$ cat config.mk
export PLATFORM = sky130hd
export DESIGN_NAME = cfu_l2_buf
export DESIGN_NICKNAME = d
export VERILOG_FILES = /design/src/rtl/cfu_l2_buf.sv
export SDC_FILE = /design/constraint.sdc
export NUM_CORES = 1
export LEC_CHECK = 0
export BUFFER_PORTS_ARGS = -buffer_cell sky130_fd_sc_hd__buf_4
export CORE_ASPECT_RATIO = 0.7
export CORE_MARGIN = 2
export CORE_UTILIZATION = 62
export CTS_BUF_LIST = sky130_fd_sc_hd__clkbuf_2
export CTS_CLUSTER_SIZE = 14
export DETAILED_ROUTE_END_ITERATION = 8
export PLACE_DENSITY = 0.87
export SKIP_LAST_GASP = 1
export SLEW_MARGIN = 20
export SYNTH_ARGS = -nofsm -noshare
export SYNTH_HDL_FRONTEND = slang
export SYNTH_SLANG_ARGS = --single-unit
$ cat constraint.sdc
create_clock -name clk -period 13.51 [get_ports clk]
set_input_delay 0.6755 -clock clk [delete_from_list [all_inputs] [get_ports clk]]
set_output_delay 0.6755 -clock clk [all_outputs]
set_load 0.1 [all_outputs]
$ cat src/rtl/cfu_l2_buf.sv
// cfu_l2_buf: elastic CFU-L2 request/response buffer with credit-limited issue toward the responder.
// Define CFU_L2_BUF_STATS_EN to add the stat_req / stat_stall / stat_peak counters.
module cfu_l2_buf #(
  parameter int CFU_CFU_ID_W   = 1,
  parameter int CFU_STATE_ID_W = 1,
  parameter int CFU_FUNC_ID_W  = 10,
  parameter int CFU_DATA_W     = 32,
  parameter int REQ_DEPTH      = 2,
  parameter int RESP_DEPTH     = 4
) (
  input  logic                      clk,
  input  logic                      rst,
  input  logic                      clk_en,
  input  logic                      req_valid,
  output logic                      req_ready,
  input  logic [CFU_CFU_ID_W-1:0]   req_cfu,
  input  logic [CFU_STATE_ID_W-1:0] req_state,
  input  logic [CFU_FUNC_ID_W-1:0]  req_func,
  input  logic [CFU_DATA_W-1:0]     req_data0,
  input  logic [CFU_DATA_W-1:0]     req_data1,
  output logic                      resp_valid,
  input  logic                      resp_ready,
  output logic [2:0]                resp_status,
  output logic [CFU_DATA_W-1:0]     resp_data,
  output logic                      t_req_valid,
  input  logic                      t_req_ready,
  output logic [CFU_CFU_ID_W-1:0]   t_req_cfu,
  output logic [CFU_STATE_ID_W-1:0] t_req_state,
  output logic [CFU_FUNC_ID_W-1:0]  t_req_func,
  output logic [CFU_DATA_W-1:0]     t_req_data0,
  output logic [CFU_DATA_W-1:0]     t_req_data1,
  input  logic                      t_resp_valid,
  output logic                      t_resp_ready,
  input  logic [2:0]                t_resp_status,
  input  logic [CFU_DATA_W-1:0]     t_resp_data
`ifdef CFU_L2_BUF_STATS_EN
  ,
  output logic [31:0]                   stat_req,
  output logic [31:0]                   stat_stall,
  output logic [$clog2(RESP_DEPTH):0]   stat_peak
`endif
);

  localparam int RA = $clog2(REQ_DEPTH);
  localparam int SA = $clog2(RESP_DEPTH);
  localparam logic [RA:0]   REQ_ONE    = 1;
  localparam logic [SA:0]   RESP_ONE   = 1;
  localparam logic [SA+1:0] CREDIT_MAX = (SA+2)'(RESP_DEPTH);

  typedef struct packed {
    logic [CFU_CFU_ID_W-1:0]   cfu;
    logic [CFU_STATE_ID_W-1:0] state;
    logic [CFU_FUNC_ID_W-1:0]  func;
    logic [CFU_DATA_W-1:0]     data0;
    logic [CFU_DATA_W-1:0]     data1;
  } req_t;

  typedef struct packed {
    logic [2:0]            status;
    logic [CFU_DATA_W-1:0] data;
  } resp_t;

  req_t        req_mem_q  [REQ_DEPTH];
  resp_t       resp_mem_q [RESP_DEPTH];
  logic [RA:0] req_wr_q, req_wr_d, req_rd_q, req_rd_d;
  logic [SA:0] resp_wr_q, resp_wr_d, resp_rd_q, resp_rd_d;
  logic [SA:0] out_cnt_q, out_cnt_d;
  logic [SA:0] resp_count;
  logic [SA+1:0] credit_sum;
  logic req_full, req_empty, resp_empty, credit_ok;
  logic req_push, req_pop, resp_push, resp_pop;
  req_t  req_in, req_head;
  resp_t resp_in, resp_head;

  // Pointers carry one extra MSB so full and empty are distinguishable.
  assign req_empty  = (req_wr_q == req_rd_q);
  assign req_full   = (req_wr_q == {~req_rd_q[RA], req_rd_q[RA-1:0]});
  assign resp_empty = (resp_wr_q == resp_rd_q);
  assign resp_count = resp_wr_q - resp_rd_q;

  // Issue only while every in-flight request is guaranteed a response slot.
  assign credit_sum = {1'b0, out_cnt_q} + {1'b0, resp_count};
  assign credit_ok  = (credit_sum < CREDIT_MAX);

  assign req_ready    = !req_full;
  assign t_req_valid  = !req_empty && credit_ok;
  assign resp_valid   = !resp_empty;
  assign t_resp_ready = clk_en;

  assign req_push  = req_valid && req_ready && clk_en;
  assign req_pop   = t_req_valid && t_req_ready && clk_en;
  assign resp_push = t_resp_valid && clk_en && (out_cnt_q != '0);
  assign resp_pop  = resp_valid && resp_ready && clk_en;

  assign req_in  = {req_cfu, req_state, req_func, req_data0, req_data1};
  assign resp_in = {t_resp_status, t_resp_data};

  assign req_head    = req_mem_q[req_rd_q[RA-1:0]];
  assign t_req_cfu   = req_head.cfu;
  assign t_req_state = req_head.state;
  assign t_req_func  = req_head.func;
  assign t_req_data0 = req_head.data0;
  assign t_req_data1 = req_head.data1;

  assign resp_head   = resp_mem_q[resp_rd_q[SA-1:0]];
  assign resp_status = resp_head.status;
  assign resp_data   = resp_head.data;

  always_comb begin
    req_wr_d  = req_wr_q;
    req_rd_d  = req_rd_q;
    resp_wr_d = resp_wr_q;
    resp_rd_d = resp_rd_q;
    out_cnt_d = out_cnt_q;
    if (req_push)  req_wr_d  = req_wr_q + REQ_ONE;
    if (req_pop)   req_rd_d  = req_rd_q + REQ_ONE;
    if (resp_push) resp_wr_d = resp_wr_q + RESP_ONE;
    if (resp_pop)  resp_rd_d = resp_rd_q + RESP_ONE;
    case ({req_pop, resp_push})
      2'b10:   out_cnt_d = out_cnt_q + RESP_ONE;
      2'b01:   out_cnt_d = out_cnt_q - RESP_ONE;
      default: out_cnt_d = out_cnt_q;
    endcase
  end

  always_ff @(posedge clk or posedge rst) begin
    if (rst) begin
      req_wr_q  <= '0;
      req_rd_q  <= '0;
      resp_wr_q <= '0;
      resp_rd_q <= '0;
      out_cnt_q <= '0;
    end else begin
      req_wr_q  <= req_wr_d;
      req_rd_q  <= req_rd_d;
      resp_wr_q <= resp_wr_d;
      resp_rd_q <= resp_rd_d;
      out_cnt_q <= out_cnt_d;
    end
  end

  // Storage is cleared on reset so the head-driven data outputs read 0.
  always_ff @(posedge clk or posedge rst) begin
    if (rst) begin
      for (int i = 0; i < REQ_DEPTH; i++) req_mem_q[i] <= '0;
    end else if (req_push) begin
      req_mem_q[req_wr_q[RA-1:0]] <= req_in;
    end
  end

  always_ff @(posedge clk or posedge rst) begin
    if (rst) begin
      for (int i = 0; i < RESP_DEPTH; i++) resp_mem_q[i] <= '0;
    end else if (resp_push) begin
      resp_mem_q[resp_wr_q[SA-1:0]] <= resp_in;
    end
  end

`ifdef CFU_L2_BUF_STATS_EN
  logic [31:0] stat_req_q, stat_req_d, stat_stall_q, stat_stall_d;
  logic [SA:0] stat_peak_q, stat_peak_d;

  always_comb begin
    stat_req_d   = stat_req_q;
    stat_stall_d = stat_stall_q;
    stat_peak_d  = stat_peak_q;
    if (req_pop && (stat_req_q != '1)) stat_req_d = stat_req_q + 32'd1;
    if (clk_en && !req_empty && !credit_ok && (stat_stall_q != '1))
      stat_stall_d = stat_stall_q + 32'd1;
    if (out_cnt_d > stat_peak_q) stat_peak_d = out_cnt_d;
  end

  always_ff @(posedge clk or posedge rst) begin
    if (rst) begin
      stat_req_q   <= '0;
      stat_stall_q <= '0;
      stat_peak_q  <= '0;
    end else begin
      stat_req_q   <= stat_req_d;
      stat_stall_q <= stat_stall_d;
      stat_peak_q  <= stat_peak_d;
    end
  end

  assign stat_req   = stat_req_q;
  assign stat_stall = stat_stall_q;
  assign stat_peak  = stat_peak_q;
`endif

  // A response with nothing outstanding is a responder protocol error; it is dropped.
  a_resp_without_credit: assert property (@(posedge clk) disable iff (rst)
    (clk_en && t_resp_valid) |-> (out_cnt_q != '0));

endmodule

---- Word-level counts from Yosys, hierarchy flattened ----
Index checks and enable logic that the tools add are counted.
storage, ports and cells
  input bits .............................. 118
  register bits ........................... 305
cells by class
  bitwise gates (word level) .............. 5
  reduce and logical (&&, ||, !) cells .... 16
  equal/unequal tests ..................... 5
  add/sub/neg operators ................... 8
  muxes and demuxes ....................... 13
  $lt $le $gt $ge ......................... 7
operators by type and width
  operator                                                  count
  two-way mux 76 bit                                        4
  bitwise mux 152 bit                                       1
  bitwise mux 140 bit                                       1
  two-way mux 35 bit                                        3
  demux 76 bit (select 1 bit)                               1
  binary-select mux 35 bit (select 2 bit)                   1
  demux 35 bit (select 2 bit)                               1
  logical AND 1 bit                                         11
  adder 3 x 1 -> 3 bit, second input constant               3
  greater-or-equal comparator 3 bit, second input constant  2
  inverter 2 -> 3 bit                                       2
  case mux 3 bit (2 select lines)                           1
  adder 2 x 1 -> 2 bit, second input constant               2
  adder 3 x 3 -> 4 bit                                      1
  equality test 2 bit                                       2
  greater-or-equal comparator 2 bit, second input constant  2
  < comparator 4 x 3 -> 1 bit, second input constant        1
  inverter 1 -> 2 bit                                       2
  equality test 3 bit                                       1
  logical NOT 1 bit                                         3
  < comparator 3 x 1 -> 1 bit, second input constant        1
  nonzero test 3 bit                                        1
  subtractor 3 x 1 -> 3 bit, second input constant          1
  subtractor 3 bit                                          1
  5 further kinds                                           5

---- Logic depth before layout (Yosys ltp) ----
Gate-level depths: netlist of run 1.
  word-level depth ........................ 8
  mapped depth ............................ 15
  depth with buffers taken out ............ 15

---- Worst setup path before layout of run 1 ----
OpenSTA, ideal clock, no wires.
  path type ............................... reg2out
  start ................................... reg resp_rd_q[1]
  end ..................................... out t_req_valid
  data required time ...................... 12.835 ns
  path slack .............................. 9.089 ns
  arrival time ............................ 3.745 ns
  buffers on the path ..................... 2
  cell stages (with the launch flop) ...... 10
  path through ............................ dfrtp_1 -> buf_2 -> clkbuf_1 -> inv_1 -> fa_1 -> xnor2_1 -> ha_1 -> nor3_1 -> nand2_1 -> a21oi_1
between the ends
  cells in the longest elaborated chain, start to end .. 4
RTL lines
  item                         line  RTL
  start: declaration           66    logic [SA:0] resp_wr_q, resp_wr_d, resp_rd_q, resp_rd_d;
  start signal: assignment     137   resp_rd_q <= resp_rd_d;
  subtractor 3 bit             79    assign resp_count = resp_wr_q - resp_rd_q;
  adder 3 x 3 -> 4 bit         82    assign credit_sum = {1'b0, out_cnt_q} + {1'b0, resp_count};
  < comparator 4 x 3 -> 1 bit  83    assign credit_ok = (credit_sum < CREDIT_MAX);
  logical AND 1 bit            86    assign t_req_valid = !req_empty && credit_ok;
  end: declaration             25    output logic t_req_valid,
Every way passes these cells.

---- Worst setup path after layout of run 1 ----
Same ends and word-level chain as after synthesis.

==> results of run 1 <==
-- layer usage --
layer,GRT usage (%),wire length [um]
met5,0,0
met4,9.16,633
met3,6.36,1680
met2,37.2,12500
met1,33.7,12300
-- placed cells by master (no fill, tap or decap), types with 5 or more instances in the layout --
cell,instances
sky130_fd_sc_hd__inv_1,9
sky130_fd_sc_hd__mux2_2,300
sky130_fd_sc_hd__mux2_1,50
sky130_fd_sc_hd__xor2_1,5
sky130_fd_sc_hd__clkbuf_2,95
sky130_fd_sc_hd__buf_4,243
sky130_fd_sc_hd__clkinv_1,7
sky130_fd_sc_hd__mux4_2,35
sky130_fd_sc_hd__xnor2_1,7
sky130_fd_sc_hd__nand2_1,10
sky130_fd_sc_hd__dfrtp_1,302
sky130_fd_sc_hd__ha_1,10
sky130_fd_sc_hd__mux2_4,20
-- cells by family after synthesis --
group	after synthesis	synth area share [%]
mux	406	37.3
flops	305	56.5
buf+inv	58	2.50
simple gates	23	0.787
compound gates	13	0.787
xor+xnor	13	0.898
fa+ha+maj	12	1.22
-- stage by stage --
step                      instance area, sq um  hold WS, ns  util [%]
final                                    16100       0.0723      74.9
after global routing                     16100     0.000440      74.9
after CTS                                16100      0.00305      74.7
after detailed placement                 15400        0.471      71.7
after global placement                   15400        0.462      71.7
after floorplan                          13500        0.452         -
-- repair_timing --
action | CTS | global route
endpoints found under the hold margin | 98 | 1
hold buffers | 2 | 1
gates resized for setup | 0 | 0
-- state kept, by name (all words and copies together), names as in the netlist --
register	count
resp_rd_q	3
req_wr_q	2
req_rd_q	2
resp_wr_q	3
out_cnt_q	3
resp_mem_q	140
req_mem_q	152
-- layout make-up --
| cell class | count | area [sq um] |
|---|---|---|
| Clock inverter | 13 | 136 |
| Clock buffer | 95 | 475 |
| Inverter | 10 | 45.0 |
| Antenna cell | 1 | 2.50 |
| Timing Repair Buffer | 248 | 1890 |
| Multi-Input combinational cell | 467 | 5560 |
| Fill cell | 1382 | 5400 |
| Tap cell | 282 | 353 |
| Sequential cell | 305 | 7640 |
-- critical path, cell delays in order (launching register included) --
cell and delay [ns]:
sky130_fd_sc_hd__dfrtp_2 1.05, sky130_fd_sc_hd__inv_1 0.20, sky130_fd_sc_hd__fa_1 0.45, sky130_fd_sc_hd__xnor2_1 0.19, sky130_fd_sc_hd__ha_1 0.26, sky130_fd_sc_hd__nor3_1 0.36
sky130_fd_sc_hd__nand2_1 0.13, sky130_fd_sc_hd__a21oi_1 0.13, sky130_fd_sc_hd__buf_4 0.31
-- worst paths after layout --
| kind | slack, ns | start | to | cells past startpoint |
|---|---|---|---|---|
| min reg2reg | 0.49 | req_mem_q[104]$_DFFE_PP0P_ | req_mem_q[104]$_DFFE_PP0P_ | 1 |
| max reg2reg | 9.66 | resp_rd_q[1]$_DFFE_PP0P_ | out_cnt_q[2]$_DFFE_PP0P_ | 13 |
| min | 0.07 | req_data1[20] | req_mem_q[96]$_DFFE_PP0P_ | 2 |
| min in group asynchronous | 0.53 | rst | req_mem_q[28]$_DFFE_PP0P_ | 3 |
| max in group asynchronous | 10.95 | rst | req_mem_q[127]$_DFFE_PP0P_ | 5 |
| max | 8.94 | resp_rd_q[1]$_DFFE_PP0P_ | t_req_valid | 8 |
==> reports/results.env, run 1 <==
SYNTH_MOST_COMMON_CELL='sky130_fd_sc_hd__dfrtp_1'
PLACED_CELLS=1308
DP.FINAL_HPWL_MM=17.0
GRT_SETUP_UNREPAIRED='no'
WORST_SLEW_MARGIN_REL_PCT=31.6
PLACEMENT.SETUP.WORST_SLACK_NS=9.66
DETAIL_ROUTE.DRC_VIOLATIONS=0
RATIO_OF_CELLS_WITH_DRIVE_ABOVE_1_IN_THE_FINAL_LAYOUT_PCT=62.4
CTS_SETUP_BUFFERS=0
NETLIST_INSTANCES=830
WORST_EP_REQUIRED_TIME_NS=12.83
YS_DOMINANT_REG_CELL='sky130_fd_sc_hd__dfrtp_1'
DRT_PASS1_ITERATIONS=4
CRITICAL_PATH_END_TYPE='output pin'
CLOCK_SKEW_NS=0.0499
NUMBER_OF_CLOCK_BUFFERS_INSERTED_BY_TRITONCTS=70
SYN_TO_FINAL_GROWTH_PCT=19.2
SYNTH.AREA.TOP_CELLS='sky130_fd_sc_hd__dfrtp_1, sky130_fd_sc_hd__mux2_2, sky130_fd_sc_hd__mux4_2, sky130_fd_sc_hd__mux2_1, sky130_fd_sc_hd__mux2_4'
CLOCK_TREE.HTREE_LEVEL_COUNT=3
WORSTSKEWPAIRLATENCY_NS=0.83
FINISH.NET_COUNT=1232
YOSYS.AREA.TOP_TYPE='sky130_fd_sc_hd__dfrtp_1'
ROOT_BUFFER_CELL='sky130_fd_sc_hd__clkbuf_2'
FINAL_MAX_SLEW_VIOL_COUNT=0
DETAIL_ROUTED_NET_LENGTH_PER_STANDARD_CELL_UM=19.1
CTS_MAX_PATH_BUFFERS=3
SETUP.WORST_PATH.START_CLASS='flop'
SETUP_VIOL_COUNT_FINAL=0
NETLIST-CELL-TYPE-COUNT=32
VIAS_PER_CELL=5.60
GLOBALROUTETOTALUTIL_PCT=24.2
CRITICALPATHCATEGORY='flop to output pin'
WORST_EP_ARRIVAL_TIME_NS=3.89
ROUTE.VIAS.TOTAL=7955
FLOORPLAN.ROWS=45
WORST-PATH-MAX-FANOUT=38
YS_SEQ_AREA_SHARE_PCT=56.5
DIE-AREA_SQ_UM=23000
CLK_PIN_SLEW_WORST_PATHS_NS=0.11
SYN-MEAN-INSTANCE-AREA_SQ_UM=16.3
NUMBER_OF_GLOBAL_ROUTE_VIAS_BEFORE_REPAIR=8558
FIN_CRIT_SH_PCT=33.8
SYNTHESIS.NETS=960
GRT_MAX_DEGREE=100
CLOCK_TREE_FROM_TRITONCTS='yes'
LAYOUTNONFILLERINSTCOUNT=1421
DRT_ITER0_DRC=393
NUMBER_OF_REGISTER_BITS_INFERRED_BY_SYNTHESIS=305
SYNTH-EDFF-COUNT=0
ASYNC_FLOP_SHARE_PCT=100
CAP_VIOLATIONS=0
DETAIL_ROUTE.WIRELENGTH_MM=27.1
NUMBER_OF_CLOCK_SINKS_SEEN_BY_CTS=305
CORE_AREA_SQ_UM=21500
RUN_STATUS='complete, no violations'
DIEHEIGHT_UM=128
ANTENNA_FOUND_INITIAL=1
TIMING.SETUP.TNS_NS=0
IOPINCOUNT=233
TOTAL_OVERFLOW_REPORTED_BY_THE_GLOBAL_ROUTER=0
FMAX_MHz=219
FIRST_PASS_GRT_WIRE_LENGTH_MM=44.3
START_UTIL_PCT=62.8
SYNTHESIS.AREA_SQ_UM=13500
WORSTMARGINPINSLEW_NS=1.03
DIE_WIDTH_UM=180
HP_CLASS='input port to flop'
GP_CONGESTION=0.760
YOSYS_WARNINGS=0
REPORT.FINAL.HOLD_VIOL_COUNT=0
NUMBER_OF_INPUT_AND_OUTPUT_PORT_BUFFERS_INSERTED=232
SETUP_WS_NS=8.94
FINALCRITICALPERIOD_NS=4.57
SYNTH_LARGEST_TYPE_AREA_FRACTION_PCT=56.5
SYNTH_COMMONEST_CELLS='sky130_fd_sc_hd__dfrtp_1, sky130_fd_sc_hd__mux2_2, sky130_fd_sc_hd__mux2_1, sky130_fd_sc_hd__mux4_2, sky130_fd_sc_hd__mux2_4'
DRTANTENNAVIOLNETS=0
Power of run 1 is left out: the tool's default activity adds up to more than one toggle a clock period on the data nets, which glitch-free logic cannot reach.
==> run 2: changes to the inputs <==
--- a/config.mk
+++ b/config.mk
@@ -5,14 +5,15 @@
 export SDC_FILE = /design/constraint.sdc
 export NUM_CORES = 1
 export LEC_CHECK = 0
+export ABC_AREA = 1
 export BUFFER_PORTS_ARGS = -buffer_cell sky130_fd_sc_hd__buf_4
 export CORE_ASPECT_RATIO = 0.7
 export CORE_MARGIN = 2
-export CORE_UTILIZATION = 62
+export CORE_UTILIZATION = 58
 export CTS_BUF_LIST = sky130_fd_sc_hd__clkbuf_2
 export CTS_CLUSTER_SIZE = 14
 export DETAILED_ROUTE_END_ITERATION = 8
-export PLACE_DENSITY = 0.87
+export PLACE_DENSITY = 0.82
 export SKIP_LAST_GASP = 1
 export SLEW_MARGIN = 20
 export SYNTH_ARGS = -nofsm -noshare
==> constraint.sdc (replaced) <==
create_clock -name clk -period 4.7 [get_ports clk]
set_input_delay 0.235 -clock clk [delete_from_list [all_inputs] [get_ports clk]]
set_output_delay 0.235 -clock clk [all_outputs]
set_load 0.1 [all_outputs]
==> reports/results.env, run 2 <==
FINAL_MAX_SLEW_VIOL_COUNT=0
WORSTSKEWPAIRLATENCY_NS=0.86
NETLIST-CELL-TYPE-COUNT=25
NUMBER_OF_CLOCK_BUFFERS_INSERTED_BY_TRITONCTS=74
FINISH.NET_COUNT=2069
CLOCK_SKEW_NS=0.0546
DP.FINAL_HPWL_MM=18.8
YS_DOMINANT_REG_CELL='sky130_fd_sc_hd__dfrtp_1'
SETUP_VIOL_COUNT_FINAL=0
CTS_RESIZED=0
FLOORPLAN.ROWS=46
SYNTH_MOST_COMMON_CELL='sky130_fd_sc_hd__nand2_1'
ROOT_BUFFER_CELL='sky130_fd_sc_hd__clkbuf_2'
SETUP.WORST_PATH.START_CLASS='flop'
SYNTH_LARGEST_TYPE_AREA_FRACTION_PCT=56.9
YS_SEQ_AREA_SHARE_PCT=56.9
DRTANTENNAVIOLNETS=0
NUMBER_OF_GLOBAL_ROUTE_VIAS_BEFORE_REPAIR=11500
CLK_PIN_SLEW_WORST_PATHS_NS=0.12
GRT_SETUP_UNREPAIRED='no'
FMAX_MHz=270
TIMING.SETUP.TNS_NS=0
WORST-PATH-MAX-FANOUT=73
DIE_WIDTH_UM=186
DIEHEIGHT_UM=131
NUMBER_OF_REGISTER_BITS_INFERRED_BY_SYNTHESIS=305
DETAIL_ROUTED_NET_LENGTH_PER_STANDARD_CELL_UM=15.0
YOSYS.AREA.TOP_TYPE='sky130_fd_sc_hd__dfrtp_1'
CAP_VIOLATIONS=0
HP_CLASS='input port to asynchronous set/reset pin'
NUMBER_OF_INPUT_AND_OUTPUT_PORT_BUFFERS_INSERTED=232
REPORT.FINAL.HOLD_VIOL_COUNT=0
FIN_CRIT_SH_PCT=78.8
SYN_TO_FINAL_GROWTH_PCT=26.9
YOSYS_WARNINGS=0
RUN_STATUS='complete, no violations'
TOTAL_OVERFLOW_REPORTED_BY_THE_GLOBAL_ROUTER=0
CTS_SETUP_BUFFERS=0
CORE_AREA_SQ_UM=22700
CRITICALPATHCATEGORY='flop to output pin'
MOST_FREQUENT_STANDARD_CELL_IN_THE_LAYOUT_EXCLUDING_FILL_AND_TAP_CELLS='sky130_fd_sc_hd__nand2_1'
CRITICAL_PATH_END_TYPE='output pin'
FINALCRITICALPERIOD_NS=3.70
WORST_EP_ARRIVAL_TIME_NS=3.47
WORST_SLEW_MARGIN_REL_PCT=37.2
LARGEST_REGISTERS='req_mem_q (152), resp_mem_q (140)'
DETAIL_ROUTE.DRC_VIOLATIONS=0
DRT_ITER0_DRC=1126
GLOBALROUTETOTALUTIL_PCT=28.3
DRT_PASS1_ITERATIONS=5
CLOCK_TREE.HTREE_LEVEL_COUNT=3
CTS_MAX_PATH_BUFFERS=3
DETAIL_ROUTE.WIRELENGTH_MM=34.4
MOST_FREQUENT_CELLS_IN_THE_LAYOUT='sky130_fd_sc_hd__nand2_1, sky130_fd_sc_hd__dfrtp_1, sky130_fd_sc_hd__buf_4'
SYNTHESIS.NETS=1730
START_UTIL_PCT=59.2
GP_CONGESTION=0.770
IOPINCOUNT=233
SYNTH-EDFF-COUNT=0
CLOCK_TREE_FROM_TRITONCTS='yes'
GRT_MAX_DEGREE=160
ASYNC_FLOP_SHARE_PCT=100
WORSTMARGINPINSLEW_NS=0.942
SYNTH.AREA.TOP_CELLS='sky130_fd_sc_hd__dfrtp_1, sky130_fd_sc_hd__nand2_1, sky130_fd_sc_hd__o21ai_0, sky130_fd_sc_hd__o21ai_1, sky130_fd_sc_hd__inv_1'
RATIO_OF_CELLS_WITH_DRIVE_ABOVE_1_IN_THE_FINAL_LAYOUT_PCT=18.9
ROUTE.VIAS.TOTAL=12000
ANTENNA_FOUND_INITIAL=3
WORST_EP_REQUIRED_TIME_NS=4.47
SYN-MEAN-INSTANCE-AREA_SQ_UM=8.38
LARGEST_REGISTER='req_mem_q'
SYNTHESIS.AREA_SQ_UM=13400
FIRST_PASS_GRT_WIRE_LENGTH_MM=55.9
NUMBER_OF_CLOCK_SINKS_SEEN_BY_CTS=305
LARGEST_REGISTER_FF_COUNT=152
NETLIST_INSTANCES=1600
DIE-AREA_SQ_UM=24400
SYNTH_COMMONEST_CELLS='sky130_fd_sc_hd__nand2_1, sky130_fd_sc_hd__dfrtp_1, sky130_fd_sc_hd__o21ai_0, sky130_fd_sc_hd__o21ai_1, sky130_fd_sc_hd__inv_1'
VIAS_PER_CELL=5.23
==> run 2: kinds of logic after synthesis <==
group | share of synthesized area (%)
AND/OR/NAND/NOR | 18.4
AO/OA/AOI/OAI | 15.3
flip-flops | 56.9
buffers and inverters | 7.64
adder cells (fa/ha/maj) | 1.23
XOR/XNOR | 0.522
==> run 2: final timing paths <==
path                       slack (ns)                         from                     endpoint  depth (start not counted)
setup / recovery                  1.0     resp_rd_q[0]$_DFFE_PP0P_                resp_data[20]                          6
hold / removal                   0.16                          rst   req_mem_q[130]$_DFFE_PP0P_                          4
setup reg to reg                 1.57     resp_wr_q[0]$_DFFE_PP0P_     out_cnt_q[1]$_DFFE_PP0P_                         15
hold reg to reg                  0.49  resp_mem_q[100]$_DFFE_PP0P_  resp_mem_q[100]$_DFFE_PP0P_                          2
max in group asynchronous        3.71                          rst      req_rd_q[0]$_DFFE_PP0P_                          4
min in group clk                 0.21              t_resp_data[11]   resp_mem_q[11]$_DFFE_PP0P_                          4
==> run 2: timing repair <==
item / in CTS / in global routing
hold buffers: 119 / 0
hold endpoints to repair: 609 / 0
setup endpoints to repair: 0 / 0
==> run 2: critical path, cell delays in order (launching register included) <==
cell and delay, ns:
sky130_fd_sc_hd__dfrtp_2 0.42, sky130_fd_sc_hd__buf_4 0.35, sky130_fd_sc_hd__inv_2 0.75, sky130_fd_sc_hd__buf_4 0.40, sky130_fd_sc_hd__o21ai_0 0.11, sky130_fd_sc_hd__o22ai_1 0.22
sky130_fd_sc_hd__buf_4 0.34
==> run 2: area by class of cell <==
cell class	count	area, sq um
flip-flops and latches	305	7630
fillers	1633	5650
multi-input cells	1061	4760
repair buffers	364	3080
clock buffers	107	536
inverters	133	504
well taps	312	390
clock inverters	13	103
diodes	4	10.0
==> run 2: through the flow <==
step           instances  setup slack (ns)  instance area [sq um]  utilization [%]  hold WS [ns]
6_report            2299             0.996                  17000             75.1         0.159
5_1_grt             2298             0.721                  17000             75.1         0.128
4_1_cts             2295             0.928                  17000             75.0         0.108
3_5_place_dp        2056              1.57                  15200             66.9         0.467
3_3_place_gp        2056              1.79                  15200             66.9         0.461
2_1_floorplan       1600             0.408                  13400                -         0.383
==> run 2: layer usage <==
layer | global-route usage [%] | part of all wire, %
met5 | 0 | 0
met4 | 13.0 | 3.3
met3 | 5.76 | 6.1
met2 | 43.1 | 47
met1 | 39.2 | 43
Power of run 2 is left out for the same reason.
==> run 3: changes to the inputs <==
==> constraint.sdc (replaced) <==
create_clock -name clk -period 3.6 [get_ports clk]
set_input_delay 0.18 -clock clk [delete_from_list [all_inputs] [get_ports clk]]
set_output_delay 0.18 -clock clk [all_outputs]
set_load 0.1 [all_outputs]
==> reports/results.env, run 3 (synthesized netlist as in run 2, its figures left out) <==
RUN_STATUS='complete, no violations'
DRT_PASS1_ITERATIONS=5
FINALCRITICALPERIOD_NS=3.34
DP.FINAL_HPWL_MM=19.2
CORE_AREA_SQ_UM=22700
DETAIL_ROUTE.WIRELENGTH_MM=34.8
RATIO_OF_CELLS_WITH_DRIVE_ABOVE_1_IN_THE_FINAL_LAYOUT_PCT=19.1
DIE_WIDTH_UM=186
LAYOUT_UTILIZATION_PCT=75.7
ANTENNA_FOUND_INITIAL=1
DETAIL_ROUTED_NET_LENGTH_PER_STANDARD_CELL_UM=15.0
SETUP_VIOL_COUNT_FINAL=0
WORST-PATH-MAX-FANOUT=73
GRT_SETUP_UNREPAIRED='no'
WORSTSKEWPAIRLATENCY_NS=0.83
WORST_EP_ARRIVAL_TIME_NS=3.16
CLOCK_TREE_FROM_TRITONCTS='yes'
NUMBER_OF_GLOBAL_ROUTE_VIAS_BEFORE_REPAIR=11800
TIMING.CRITICAL_PATH.SLOWEST_CELL_DELAY_NS=0.60
CRITICAL_PATH_END_TYPE='output pin'
REPORT.FINAL.HOLD_VIOL_COUNT=0
WORSTMARGINPINSLEW_NS=0.982
TIMING.SETUP.TNS_NS=0
START_UTIL_PCT=59.2
WORST_EP_REQUIRED_TIME_NS=3.42
LARGEST_REGISTER='req_mem_q'
FIRST_PASS_GRT_WIRE_LENGTH_MM=57.0
DRT_ITER0_DRC=1162
DETAIL_ROUTE.DRC_VIOLATIONS=0
FIN_CRIT_SH_PCT=92.7
VIAS_PER_CELL=5.28
CRITICALPATHCATEGORY='flop to output pin'
DIEHEIGHT_UM=131
LARGEST_REGISTER_FF_COUNT=152
GP_CONGESTION=0.795
LARGEST_REGISTERS='req_mem_q (152), resp_mem_q (140)'
DRTANTENNAVIOLNETS=0
FLOORPLAN.ROWS=46
FINISH.NET_COUNT=2080
CTS_SETUP_BUFFERS=0
FMAX_MHz=300
CLOCK_SKEW_NS=0.0727
MOST_FREQUENT_STANDARD_CELL_IN_THE_LAYOUT_EXCLUDING_FILL_AND_TAP_CELLS='sky130_fd_sc_hd__nand2_1'
SETUP.WORST_PATH.START_CLASS='flop'
CTS_MAX_PATH_BUFFERS=3
PLACEMENT.SETUP.WORST_SLACK_NS=0.446
CELL_OCCURRING_MOST_OFTEN_ALONG_THE_WORST_TIMING_PATH='sky130_fd_sc_hd__buf_4'
ROOT_BUFFER_CELL='sky130_fd_sc_hd__clkbuf_2'
NUMBER_OF_CLOCK_SINKS_SEEN_BY_CTS=305
DIE-AREA_SQ_UM=24400
GRT_MAX_DEGREE=91
NUMBER_OF_INPUT_AND_OUTPUT_PORT_BUFFERS_INSERTED=232
CRITPATHSLOWESTCELL='sky130_fd_sc_hd__buf_4'
WORST_SLEW_MARGIN_REL_PCT=34.4
FINAL_MAX_SLEW_VIOL_COUNT=0
GLOBALROUTETOTALUTIL_PCT=28.7
CLOCK_TREE.HTREE_LEVEL_COUNT=3
HP_CLASS='input port to asynchronous set/reset pin'
NUMBER_OF_CLOCK_BUFFERS_INSERTED_BY_TRITONCTS=72
HOLD_SLACK_NS=0.122
SETUP_WS_NS=0.264
TOTAL_OVERFLOW_REPORTED_BY_THE_GLOBAL_ROUTER=0
MOST_FREQUENT_CELLS_IN_THE_LAYOUT='sky130_fd_sc_hd__nand2_1, sky130_fd_sc_hd__dfrtp_1, sky130_fd_sc_hd__buf_4'
ROUTE.VIAS.TOTAL=12200
IOPINCOUNT=233
SYN_TO_FINAL_GROWTH_PCT=27.9
CAP_VIOLATIONS=0
NFILLCELLS=1603
CELL_BREAKDOWN_OF_THE_CRITICAL_PATH='buf_4 > inv_2 > buf_4 > o21ai_0 > o22ai_1 > buf_4'
CLK_PIN_SLEW_WORST_PATHS_NS=0.11
==> run 3: cell count changes in the layout (fill, tap and decap cells not counted), sizes merged <==
cell         previous run  this run
inv                   134       130
clkinv                  9        15
buf                   245       255
clkbuf                107       109
clkinvlp                1         3
diode                   4         1
dlygate4sd3           119       122
==> run 3: through the flow <==
step	cell area [sq um]	cells
CTS	17100	2314
global route	17200	2315
global placement	15300	2066
finish	17200	2315
floorplan	13400	1600
detailed placement	15300	2066
==> run 3: metal layers <==
metal  track usage, %  share of wire (%)  wire (um)
met2             44.1                 47      16200
met4             12.2                3.7       1300
met1             40.3                 43      14800
met3             5.32                6.9       2400
met5                0                  0          0
==> run 3: cell type report <==
cell class | instances | area [sq um] | share of cell area [%]
tap | 312 | 390 | 2.28
clock buffer | 109 | 546 | 3.18
inverter | 133 | 504 | 2.94
clock inverter | 17 | 124 | 0.722
sequential | 305 | 7630 | 44.5
multi-input combinational | 1061 | 4760 | 27.8
timing repair buffer | 377 | 3190 | 18.6
antenna | 1 | 2.50 | 0.0146
==> run 3: what timing repair did <==
item	4_1_cts	5_1_grt
hold buffers	122	0
setup endpoints to repair	0	1
gates resized for setup	0	1
hold endpoints to repair	344	0
==> run 3: path summary, 6_finish.rpt <==
check                                           start                     endpoint  slack (ns)  cells after the start
hold reg to reg            resp_mem_q[88]$_DFFE_PP0P_   resp_mem_q[88]$_DFFE_PP0P_        0.49                      2
setup reg to reg             resp_wr_q[0]$_DFFE_PP0P_     out_cnt_q[1]$_DFFE_PP0P_        0.48                     15
min in group clk                        req_data0[19]   req_mem_q[127]$_DFFE_PP0P_        0.15                      4
hold / removal                                    rst  resp_mem_q[124]$_DFFE_PP0P_        0.12                      3
max in group asynchronous                         rst  resp_mem_q[110]$_DFFE_PP0P_        2.39                      4
setup / recovery             resp_rd_q[0]$_DFFE_PP0P_                 resp_data[5]        0.26                      6
==> run 3: worst max-delay path: cells and delay by family, from the launching register on <==
| family | cells | cell delay, ns |
|---|---|---|
| buffers and inverters | 4 | 1.63 |
| flip-flops | 1 | 0.37 |
| AO/OA/AOI/OAI | 2 | 0.31 |
Power of run 3 is left out for the same reason.
